## config.mk

```make
export PLATFORM = sky130hd
export DESIGN_NAME = comparador_serie_d_i
export DESIGN_NICKNAME = d
export VERILOG_FILES = /design/src/rtl/comparador_pkg.sv /design/src/rtl/celda_tipica_d_i.sv /design/src/rtl/comparador_serie_d_i.sv
export SDC_FILE = /design/constraint.sdc
export NUM_CORES = 1
export LEC_CHECK = 0
export CAP_MARGIN = 20
export CORE_AREA = 2 2 39 41
export CTS_CLUSTER_DIAMETER = 80
export DETAILED_ROUTE_END_ITERATION = 7
export DIE_AREA = 0 0 41 43
export SLEW_MARGIN = 20
export SYNTH_ARGS = -nofsm -noshare
export SYNTH_HDL_FRONTEND = slang
export SYNTH_SLANG_ARGS = --single-unit
```

## constraint.sdc

```tcl
create_clock -name clk -period 1 [get_ports clk]
set_input_delay 0.2 -clock clk [delete_from_list [all_inputs] [get_ports clk]]
set_output_delay 0.2 -clock clk [all_outputs]
set_load 0.03 [all_outputs]
```

## src/rtl/comparador_pkg.sv

```systemverilog
// Shared types and constants for the bit-serial comparator.
// Verdicts are encoded over {x,y}.
package comparador_pkg;

  typedef enum logic [1:0] {
    IDLE = 2'b00,
    RECV = 2'b01,
    RES  = 2'b10
  } state_t;

  localparam logic [1:0] MAYOR = 2'b10;
  localparam logic [1:0] MENOR = 2'b01;
  localparam logic [1:0] IGUAL = 2'b00;

  function automatic int cw_of(input int n);
    return $clog2(n + 1);
  endfunction

endpackage

```

## src/rtl/celda_tipica_d_i.sv

```systemverilog
// Right-to-left comparator cell: a differing
// bit pair overrides the running verdict.
module celda_tipica_d_i (
  input  logic a,
  input  logic b,
  input  logic x_in,
  input  logic y_in,
  output logic x_out,
  output logic y_out
);

  logic w_diff;

  assign w_diff = a ^ b;
  assign x_out  = w_diff ? (a & ~b) : x_in;
  assign y_out  = w_diff ? (~a & b) : y_in;

endmodule

```

## src/rtl/comparador_serie_d_i.sv

```systemverilog
// Bit-serial magnitude comparator, LSB first,
// valid/ready on both the bit input and the verdict.
module comparador_serie_d_i
  import comparador_pkg::*;
#(
  parameter int N = 3,
  localparam int CW = cw_of(N)
) (
  input  logic          clk,
  input  logic          rst_n,
  input  logic          start,
  input  logic          bit_valid,
  input  logic          a_bit,
  input  logic          b_bit,
  output logic          bit_ready,
  output logic          busy,
  output logic          res_valid,
  input  logic          res_ready,
  output logic          a_mayor,
  output logic          a_menor,
  output logic          iguales,
  output logic [CW-1:0] bit_cnt
);

  state_t        r_state;
  state_t        w_nxt;
  logic          r_x;
  logic          r_y;
  logic [CW-1:0] r_cnt;
  logic          w_x;
  logic          w_y;
  logic          w_clr;
  logic          w_acc;
  logic          w_last;

  celda_tipica_d_i u_celda (
    .a     (a_bit),
    .b     (b_bit),
    .x_in  (r_x),
    .y_in  (r_y),
    .x_out (w_x),
    .y_out (w_y)
  );

  assign bit_ready = (r_state == RECV);
  assign res_valid = (r_state == RES);
  assign busy      = (r_state != IDLE);
  assign w_acc     = bit_valid & bit_ready;
  assign w_last    = (r_cnt == CW'(N - 1));

  always_comb begin
    w_nxt = r_state;
    w_clr = 1'b0;
    unique case (r_state)
      IDLE: begin
        if (start) begin
          w_nxt = RECV;
          w_clr = 1'b1;
        end
      end
      RECV: begin
        if (w_acc && w_last) w_nxt = RES;
      end
      RES: begin
        if (res_ready) w_nxt = IDLE;
      end
      default: w_nxt = IDLE;
    endcase
  end

  always_ff @(posedge clk or negedge rst_n) begin
    if (!rst_n) begin
      r_state <= IDLE;
      r_x     <= 1'b0;
      r_y     <= 1'b0;
      r_cnt   <= '0;
    end else begin
      r_state <= w_nxt;
      if (w_clr) begin
        r_x   <= 1'b0;
        r_y   <= 1'b0;
        r_cnt <= '0;
      end else if (w_acc) begin
        r_x   <= w_x;
        r_y   <= w_y;
        r_cnt <= r_cnt + CW'(1);
      end
    end
  end

  assign a_mayor = r_x;
  assign a_menor = r_y;
  assign iguales = ~r_x & ~r_y;
  assign bit_cnt = r_cnt;

endmodule
```

==> flow_metrics.py <==
metrics = {
    "sta": {
        "fin_tns_setup_ps": -1900,
        "rsz0062_at_grt": "true",
        "fin_ws_ps": -311,
        "fin_crit_sh_pct": 131,
        "fin_skew_ps": 10.9,
        "setup_violations": 14,
        "relSlewSlack_pct": 82.0,
        "tightest_slew_ps": 269,
        "drv_slew": 0,
        "finalHoldViolCount": 0,
        "max_freq_ghz": 0.763,
        "period_needed_ps": 1310,
    },
    "floorplan": {
        "die_x_um": 41,
        "core_area_um2": 1380,
        "die_height_um": 43,
        "die_area_um2": 1760,
        "initial_core_util_pct": 24.3,
        "rows": 14,
        "pin_count": 15,
    },
    "power": {
        "p_total_mw": 1.97,
        "powerDensity_nw_per_um2": 2860,
        "ir_drop_mv": 1.03,
        "total_leakage_power_nw": 0.322,
    },
    "route": {
        "drc": 0,
        "final_antenna_net_count": 0,
        "via_per_inst": 4.38,
        "post_drt_wl_per_cell_um": 11.2,
        "vias": 333,
        "dr.pass1.iters": 2,
        "drt-initial-drc-count": 1,
        "drt_wl_total_um": 852,
    },
    "critical_path": {
        "crit_type": "reg2out",
        "cp.required_ps": 800,
        "cp_max_fo": 3,
        "critical_path_arrival_ps": 1110,
        "crit_path_start_kind": "register",
        "worstSetupEndpointType": "output port",
        "worst_r2r_endpoint": "a_menor",
        "r2r_start": "r_state[0]",
        "reg2reg_slack_ps": -220,
        "reg2reg_depth": 4,
    },
    "layout": {
        "multi_input_comb_area_um2": 231,
        "final_nets": 71,
        "regArea_um2": 154,
        "syn_to_final_growth_pct": 105,
        "final_common_cell": "buf_6",
        "final_cell_mix": "buf_6 (12), buf_4 (5), a22o_1 (4), clkdlybuf4s50_1 (4)",
        "num_antenna_cells": 0,
        "drive_gt1_share_pct": 58.3,
        "design_area_um2": 691,
        "fillers": 144,
        "final_util_pct": 49.9,
    },
    "yosys": {
        "synth_cells": 32,
        "yosysSeqAreaShare_pct": 44.6,
        "synthesis.nets": 42,
        "yosys_warnings": 0,
        "syn_avg_cell_area_um2": 10.5,
        "synth_seq_cells": 6,
        "ys_types": 15,
        "synth_area_um2": 337,
    },
    "place": {
        "pre_cts_ws_ps": -672,
        "hpwlAfterDp_um": 624,
        "port_buffers": 14,
        "gp_routability_congestion": 0.704,
        "dpl_cell_area_um2": 581,
    },
    "grt": {
        "antenna_found_initial": 0,
        "grt_pass1_vias": 335,
        "grt_max_degree": 7,
        "track_usage_pct": 12.8,
        "grt_pass1_wl_mm": 1.45,
        "grt_overflow_total": 0,
    },
    "status": {
        "violations": "setup timing",
        "status": "complete, but fails checks",
    },
    "clock_tree": {
        "cts_made_buffers": 3,
        "clkTransAtPathRegs_ps": 50,
        "htreeDepth": 1,
        "cts_root_buf": "clkbuf_4",
        "clk_path_buf_depth": 2,
        "cts_tree": "done",
        "cts_sinks": 6,
        "clkLatencyLatePin_ps": 240,
    },
    "job": {
        "maxCapViolations": 0,
    },
    "worst_hold_path": {
        "hold_path_class": "in2async",
    },
}
==> worst max-delay path, cell delays in order (launching register included) <==
cell and delay (ps):
dfrtp_1 390, buf_6 130, and2b_2 220, buf_6 130
==> per-layer routing <==
layer | track usage (%) | vias to the layer above | wire length (um)
li1 | - | 171 | -
met4 | 14.0 | 0 | 27
met1 | 17.6 | 151 | 384
met3 | 0 | 2 | 28
met5 | 0 | - | 0
met2 | 16.3 | 9 | 411
==> layout make-up <==
cell class | count | share of cell area (%)
clock buffer | 4 | 3.80
timing repair buffer | 24 | 34.1
inverter | 5 | 3.44
tap | 16 | 2.90
multi-input combinational | 21 | 33.5
sequential | 6 | 22.3
==> cell usage after synthesis <==
master / n / share of area (%)
and2b_1: 1 / 2.2
inv_1: 5 / 5.6
a22o_1: 4 / 10
and4bb_1: 1 / 3.7
a21oi_2: 1 / 2.6
nor2_1: 2 / 2.2
nor2b_1: 2 / 3.7
nand2b_1: 2 / 3.7
ha_1: 3 / 11
o21bai_1: 1 / 2.2
dfrtp_1: 6 / 45
o22ai_1: 1 / 1.9
nand3_1: 1 / 1.5
o21ai_0: 1 / 1.5
mux2i_1: 1 / 3.0
==> logic make-up after synthesis <==
kind of cell,Yosys count,synth area share [%]
AND/OR/NAND/NOR,9,17.1
flip-flops,6,44.6
multiplexers,1,2.97
buffers and inverters,5,5.58
AO/OA/AOI/OAI,8,18.6
adder cells (fa/ha/maj),3,11.2
==> metrics by stage <==
stage	hold WS (ps)	instances
global route	208	76
global placement	450	69
CTS	200	76
floorplan	-95.6	32
detailed placement	461	69
finish	193	76
==> where the power goes <==
| part | internal (mW) | leakage, nW | total (mW) | switching [mW] |
|---|---|---|---|---|
| clock | 0.151 | 0.0150 | 0.237 | 0.0863 |
| sequential | 0.343 | 0.0715 | 0.445 | 0.102 |
| combinational | 0.689 | 0.236 | 1.29 | 0.603 |
==> how the worst max path moves through the flow <==
stage            endpoint       start  slack (ps)  cells after the start
6_report        res_valid  r_state[0]        -310                      3
5_1_grt         res_valid  r_state[0]        -350                      3
4_1_cts         res_valid  r_state[0]        -300                      3
3_5_place_dp      a_menor       a_bit        -670                      6
3_3_place_gp      a_mayor       a_bit        -670                      6
2_1_floorplan  bit_cnt[1]  bit_cnt[0]        -140                      4
==> what timing repair did <==
item,4_1_cts,5_1_grt
hold buffers,0,0
hold endpoints to repair,0,0
pin swaps,6,1
endpoints found under the setup margin,13,14
gates resized for setup,23,2
buffers inserted,3,0
==> sequential cells by signal (all words and copies together) (netlist names) <==
| register | flops |
|---|---|
| r_state | 2 |
| bit_cnt | 2 |
| a_menor | 1 |
| a_mayor | 1 |
(Power assumes the default switching activity.)
